<file path="src/rtl/reg_file_pkg.sv">
// reg_file_pkg: shared widths and types for the register file and its decoder.
package reg_file_pkg;
    localparam int DW = 8;
    localparam int AW = 3;
    localparam int NUM_REGS = 2 ** AW;
    typedef logic [AW-1:0] reg_addr_t;
    typedef logic [DW-1:0] reg_data_t;
endpackage

</file>
<file path="src/rtl/reg_file_if.sv">
// reg_file_if: ALU-side bus of the register file; master drives addresses/writes, slave returns data and flags.
interface reg_file_if;
    import reg_file_pkg::*;
    reg_addr_t raddr_a;
    reg_addr_t raddr_b;
    reg_data_t data_out_a;
    reg_data_t data_out_b;
    logic      write_en;
    reg_addr_t waddr;
    reg_data_t data_in;
    logic      sc_we;
    logic      sc_in;
    logic      sc_out;
    logic      flag_we;
    logic      zero_in;
    logic      zero_out;
    modport master (
        output raddr_a, raddr_b, write_en, waddr, data_in, sc_we, sc_in, flag_we, zero_in,
        input  data_out_a, data_out_b, sc_out, zero_out
    );
    modport slave (
        input  raddr_a, raddr_b, write_en, waddr, data_in, sc_we, sc_in, flag_we, zero_in,
        output data_out_a, data_out_b, sc_out, zero_out
    );
endinterface

</file>
<file path="src/rtl/reg_file_flag_reg.sv">
// flag_reg: 1-bit enable-gated flop with synchronous active-high reset.
module flag_reg (
    input  logic clk,
    input  logic rst,
    input  logic en,
    input  logic d,
    output logic q
);
    always_ff @(posedge clk)
        if (rst) q <= 1'b0;
        else if (en) q <= d;
endmodule

</file>
<file path="src/rtl/reg_file.sv">
// reg_file: 8x8 register file with shift-carry and zero-flag registers, two async read ports.
// REGFILE_BYPASS_EN: write-first forwarding of data_in onto a read port whose address matches waddr.
module reg_file
    import reg_file_pkg::*;
(
    input  logic clk,
    input  logic reset,
    reg_file_if.slave bus
);
    reg_data_t mem [NUM_REGS];
    always_ff @(posedge clk)
        if (reset) mem <= '{default: '0};
        else if (bus.write_en) mem[bus.waddr] <= bus.data_in;
`ifdef REGFILE_BYPASS_EN
    // forwarding ignores reset so the read path stays a pure function of the write port
    assign bus.data_out_a = (bus.write_en && bus.raddr_a == bus.waddr) ? bus.data_in : mem[bus.raddr_a];
    assign bus.data_out_b = (bus.write_en && bus.raddr_b == bus.waddr) ? bus.data_in : mem[bus.raddr_b];
`else
    assign bus.data_out_a = mem[bus.raddr_a];
    assign bus.data_out_b = mem[bus.raddr_b];
`endif
    flag_reg u_sc (
        .clk(clk),
        .rst(reset),
        .en (bus.sc_we),
        .d  (bus.sc_in),
        .q  (bus.sc_out)
    );
    flag_reg u_zero (
        .clk(clk),
        .rst(reset),
        .en (bus.flag_we),
        .d  (bus.zero_in),
        .q  (bus.zero_out)
    );
endmodule

</file>
<file path="src/flat_wrapper.sv">
// flat-port wrapper written by rule: the top's interface ports become plain ports
module reg_file_flat import reg_file_pkg::*;
  (clk, reset, bus_raddr_a, bus_raddr_b, bus_write_en, bus_waddr, bus_data_in, bus_sc_we, bus_sc_in, bus_flag_we, bus_zero_in, bus_data_out_a, bus_data_out_b, bus_sc_out, bus_zero_out);
  reg_file_if bus_i ();
  input  logic clk;
  input  logic reset;
  input wire logic [$bits(bus_i.raddr_a)-1:0] bus_raddr_a;
  input wire logic [$bits(bus_i.raddr_b)-1:0] bus_raddr_b;
  input wire logic [$bits(bus_i.write_en)-1:0] bus_write_en;
  input wire logic [$bits(bus_i.waddr)-1:0] bus_waddr;
  input wire logic [$bits(bus_i.data_in)-1:0] bus_data_in;
  input wire logic [$bits(bus_i.sc_we)-1:0] bus_sc_we;
  input wire logic [$bits(bus_i.sc_in)-1:0] bus_sc_in;
  input wire logic [$bits(bus_i.flag_we)-1:0] bus_flag_we;
  input wire logic [$bits(bus_i.zero_in)-1:0] bus_zero_in;
  output wire logic [$bits(bus_i.data_out_a)-1:0] bus_data_out_a;
  output wire logic [$bits(bus_i.data_out_b)-1:0] bus_data_out_b;
  output wire logic [$bits(bus_i.sc_out)-1:0] bus_sc_out;
  output wire logic [$bits(bus_i.zero_out)-1:0] bus_zero_out;
  assign bus_i.raddr_a = bus_raddr_a;
  assign bus_i.raddr_b = bus_raddr_b;
  assign bus_i.write_en = bus_write_en;
  assign bus_i.waddr = bus_waddr;
  assign bus_i.data_in = bus_data_in;
  assign bus_i.sc_we = bus_sc_we;
  assign bus_i.sc_in = bus_sc_in;
  assign bus_i.flag_we = bus_flag_we;
  assign bus_i.zero_in = bus_zero_in;
  assign bus_data_out_a = bus_i.data_out_a;
  assign bus_data_out_b = bus_i.data_out_b;
  assign bus_sc_out = bus_i.sc_out;
  assign bus_zero_out = bus_i.zero_out;
  reg_file u_core (.clk(clk), .reset(reset), .bus(bus_i));
endmodule
</file>
<file path="config.mk">
export PLATFORM = sky130hd
export DESIGN_NAME = reg_file_flat
export DESIGN_NICKNAME = d
export VERILOG_FILES = /design/src/rtl/reg_file_pkg.sv /design/src/rtl/reg_file_if.sv /design/src/rtl/reg_file_flag_reg.sv /design/src/rtl/reg_file.sv /design/src/flat_wrapper.sv
export SDC_FILE = /design/constraint.sdc
export NUM_CORES = 1
export LEC_CHECK = 0
export CAP_MARGIN = 15
export CORE_UTILIZATION = 55
export CTS_CLUSTER_DIAMETER = 60
export DETAILED_ROUTE_END_ITERATION = 7
export PLACE_DENSITY_LB_ADDON = 0.3
export SLEW_MARGIN = 20
export SYNTH_ARGS = -nofsm -noshare
export SYNTH_HDL_FRONTEND = slang
export SYNTH_SLANG_ARGS = --single-unit
export TNS_END_PERCENT = 50
</file>
<file path="constraint.sdc">
create_clock -name clk -period 4.8 [get_ports clk]
set_clock_uncertainty 0.1 [all_clocks]
set_input_delay 1.2 -clock clk [delete_from_list [all_inputs] [get_ports clk]]
set_output_delay 1.2 -clock clk [all_outputs]
set_load 0.05 [all_outputs]
</file>
==> results.env <==
VIA_COUNT=2678
TIGHTEST_SLEW_NS=1.079
UTILIZATION_AFTER_LAYOUT=0.6676
SLEW_HEADROOM=0.2785
CRITICAL_PATH.STARTPOINT_TYPE='input port'
CTSRESIZECOUNT=0
INITIAL_CORE_UTIL=0.5831
VDD_IR_DROP_MAX_mV=0.1652
CLOCKROOTBUFFER='sky130_fd_sc_hd__clkbuf_8'
WORST_SETUP_PATH_TYPE='input port to output pin'
VIA_DENSITY_PER_INSTANCE=6.142
CRITPATHMAXFANOUT=16
FINAL-HOLD-VIOLATION-COUNT=0
NUMBER_OF_SYNTHESIZED_FLOPS_WITH_AN_ENABLE_PIN=0
HOLD-PATH-ENDPOINT='u_core.mem[35]$_SDFFE_PP0P_'
GRT_ANTENNA_BEFORE_REPAIR=0
WORST_HOLD_PATH_TYPE='flip-flop to flip-flop'
COUNT_OF_MAXIMUM_CAPACITANCE_VIOLATIONS=0
REGTOREGENDPOINT='u_core.mem[43]$_SDFFE_PP0P_'
R2R-START='u_core.mem[43]$_SDFFE_PP0P_'
PATH_CELLS='clkdlybuf4s50_1 -> buf_4 -> mux4_1 -> mux2_2 -> buf_4'
AREA_SHARE_OF_THE_LEADING_CELL_TYPE_IN_THE_SYNTHESIZED_NETLIST=0.3761
SYNTH_FLOP_CELL='sky130_fd_sc_hd__dfxtp_1'
SYNTHESIZED_NETLIST_CELL_COUNT=336
SLOWEST_DELAY_NS=0.60
CLOCK_TREE.BUFFER_DEPTH=2
HOLD_PATH_STARTPOINT='u_core.mem[35]$_SDFFE_PP0P_'
FIN_TNS_SETUP_NS=0
CTS_NUM_SINKS=66
PWR_DENSITY_CELL_nW_PER_UM2=285.4
DIE_AR_UM2=6712
REQUIRED_WORST_ENDPOINT_NS=3.50
DETAILEDPLACEMENTHPWL_UM=5400
CTS.REPAIR_TIMING.SETUP_BUFFER_COUNT=0
ANTENNA_DIODE_INSTANCE_COUNT=0
CORE_AREA_UM2=6026
POST_SYNTH_MAIN_AREA_CONTRIBUTORS='sky130_fd_sc_hd__dfxtp_1 (38%), sky130_fd_sc_hd__mux4_1 (22%), sky130_fd_sc_hd__nand2_1 (8.5%)'
PORT_BUFFERS=41
DRIVE_ABOVE_1_SHARE=0.1634
SETUP-VIOLATIONS-FINAL=0
FILLERINSTANCES=480
CRIT_TOP_CELL='sky130_fd_sc_hd__buf_4'
HOLD_BUFFERS=0
CLOCK.FMAX_GHz=0.2305
FLOORPLAN.DIE.WIDTH_UM=81.93
TOP_LEVEL_PORTS=42
AVGROUTEDWIREPERCELL_UM=19.55
REG2REGPATHDEPTH=2
POST_SYNTH_INSTANCE_AREA_UM2=3513
P_LEAK_nW=1.576
CTS-HTREE-LEVELS=3
GLOBAL_PLACER_S_FINAL_WEIGHTED_CONGESTION=0.7833
FINAL_NET_COUNT=382
PERIOD_MINUS_SLACK_NS=4.339
MAXIMUM_NUMBER_OF_PINS_ON_ONE_NET_BEFORE_GLOBAL_ROUTE_REPAIR=67
SYNTH_SEQUENTIAL_AREA_RATIO=0.3761
SYNTH_AREA_LEADER_CELL='sky130_fd_sc_hd__dfxtp_1'
DRC=0
TIMING.CRITICAL_PATH.TO_TYPE='output pin'
SYN_TO_FINAL_GROWTH_PCT=14.49
YOSYSWARNINGS=0
DRT-PASS1-ITER-COUNT=5
FINAL_MAX_SLEW_VIOL_COUNT=0
ARRIVAL_NS=3.04
CLKTRANSATPATHREGS_NS=0.06
GRT_PASS1_WL_UM=13140
NUMPLACEDINSTANCES=422
FLOP_AND_LATCH_COUNT_OUT_OF_SYNTHESIS=66
YS_ASYNC_SR_FRACTION=0
ROW_COUNT=28
DRT_ITER0_MARKERS=161
YOSYS-TOP-CELLS-COUNT='sky130_fd_sc_hd__nand2_1 (80), sky130_fd_sc_hd__dfxtp_1 (66), sky130_fd_sc_hd__a21oi_1 (40)'
WORSTSKEWPAIRLATENCY_NS=0.35
NUMCTSBUFFERS=9
SYNTHDISTINCTLIBCELLS=20
GRT.TOTAL_USAGE=0.2776
STDCELL_COUNT=436
ANTENNA_LEFT=0
RRSETUPSLACK_NS=3.98
GRT_PASS1_VIAS=2571
TIMING.FINAL.CRIT_SHARE=0.9040
CRITICAL-PATH-SLOWEST-CELL='sky130_fd_sc_hd__mux4_1'
WHS_PATH_DEPTH=2
RSZ0062_AT_GRT='no'
POSTSYNTHNETCOUNT=360
OVERFLOW=0
OUTCOME='finished clean'
DIE_H_UM=81.93
TRITONCTS='built'
YOSYS.CELL_COUNT.TOP_TYPE='sky130_fd_sc_hd__nand2_1'
WL_UM=8524
SYN_AREA_PER_CELL_UM2=10.46
==> critical path: cells and delay by family <==
kind,cells,cell delay [ns]
multiplexers,2,0.89
buffers and inverters,3,0.93
==> cell type report <==
class | instances | area [µm²] | area share
Timing Repair Buffer | 48 | 420.4 | 0.1045
Tap cell | 75 | 93.84 | 0.02333
Clock buffer | 11 | 131.4 | 0.03266
Clock inverter | 3 | 42.54 | 0.01058
Sequential cell | 66 | 1321 | 0.3285
Multi-Input combinational cell | 233 | 2013 | 0.5005
==> kinds of logic after synthesis <==
family | synth area share
buffers and inverters | 0.05627
AO/OA/AOI/OAI | 0.05698
AND/OR/NAND/NOR | 0.1492
flip-flops | 0.3761
multiplexers | 0.3615
==> flip-flops by register name (all words and copies together) (netlist names) <==
name	flops
u_core.mem	64
u_core.u_zero.q	1
u_core.u_sc.q	1
==> layer usage <==
metal,GRT usage,wire length (µm),vias up
li1,-,-,1263
met1,0.3558,3545,1308
met2,0.4504,4282,89
met3,0.06000,530,18
met4,0.1211,166,0
met5,0,0,-
==> metrics by stage <==
stage	hold slack (ns)	cell area (µm²)	worst slack (ns)	total power (W)
2_1_floorplan	0.3397	3513	1.135	0.0006794
3_3_place_gp	0.3468	3846	0.4908	0.0007188
3_5_place_dp	0.3596	3846	0.4650	0.0007226
4_1_cts	0.3683	4020	0.4573	0.001153
5_1_grt	0.3884	4023	0.4121	0.001189
6_report	0.3676	4023	0.4609	0.001148
==> power breakdown <==
group	switching [W]	internal (W)	leakage [nW]
sequential	0.00000857	0.000560	0.534
clock	0.000203	0.000234	0.0853
combinational	0.0000799	0.0000627	0.956
total	0.000292	0.000856	1.58
==> worst max path at each step <==
stage                    from                end  cells after the start
6_report       bus_raddr_a[0]  bus_data_out_a[3]                      5
5_1_grt        bus_raddr_a[0]  bus_data_out_a[0]                      5
4_1_cts        bus_raddr_a[0]  bus_data_out_a[3]                      5
3_3_place_gp   bus_raddr_b[0]  bus_data_out_b[0]                      5
3_5_place_dp   bus_raddr_a[0]  bus_data_out_a[3]                      5
2_1_floorplan  bus_raddr_b[0]  bus_data_out_b[0]                      4
==> cells in the final DEF, fill, tap and decap left out <==
cell | netlist | final
sky130_fd_sc_hd__clkdlybuf4s50_1 | 0 | 24
sky130_fd_sc_hd__and4_1 | 1 | 1
sky130_fd_sc_hd__clkbuf_1 | 22 | 2
sky130_fd_sc_hd__mux4_2 | 3 | 3
sky130_fd_sc_hd__nand4b_1 | 3 | 3
sky130_fd_sc_hd__buf_4 | 0 | 24
sky130_fd_sc_hd__mux2_2 | 16 | 16
sky130_fd_sc_hd__mux4_1 | 29 | 29
sky130_fd_sc_hd__a21oi_1 | 40 | 40
sky130_fd_sc_hd__clkbuf_8 | 0 | 9
sky130_fd_sc_hd__and4b_1 | 3 | 3
sky130_fd_sc_hd__dfxtp_1 | 66 | 66
sky130_fd_sc_hd__nand2_1 | 80 | 80
sky130_fd_sc_hd__nor4bb_2 | 0 | 3
sky130_fd_sc_hd__mux2i_1 | 26 | 26
sky130_fd_sc_hd__clkinvlp_4 | 0 | 1
sky130_fd_sc_hd__clkinv_2 | 0 | 1
sky130_fd_sc_hd__or4b_1 | 1 | 1
sky130_fd_sc_hd__nor2_1 | 26 | 26
sky130_fd_sc_hd__nor4b_2 | 1 | 1
sky130_fd_sc_hd__bufinv_16 | 0 | 1
sky130_fd_sc_hd__nand4_1 | 1 | 1
Note: power is estimated with default switching activity, not from simulation.
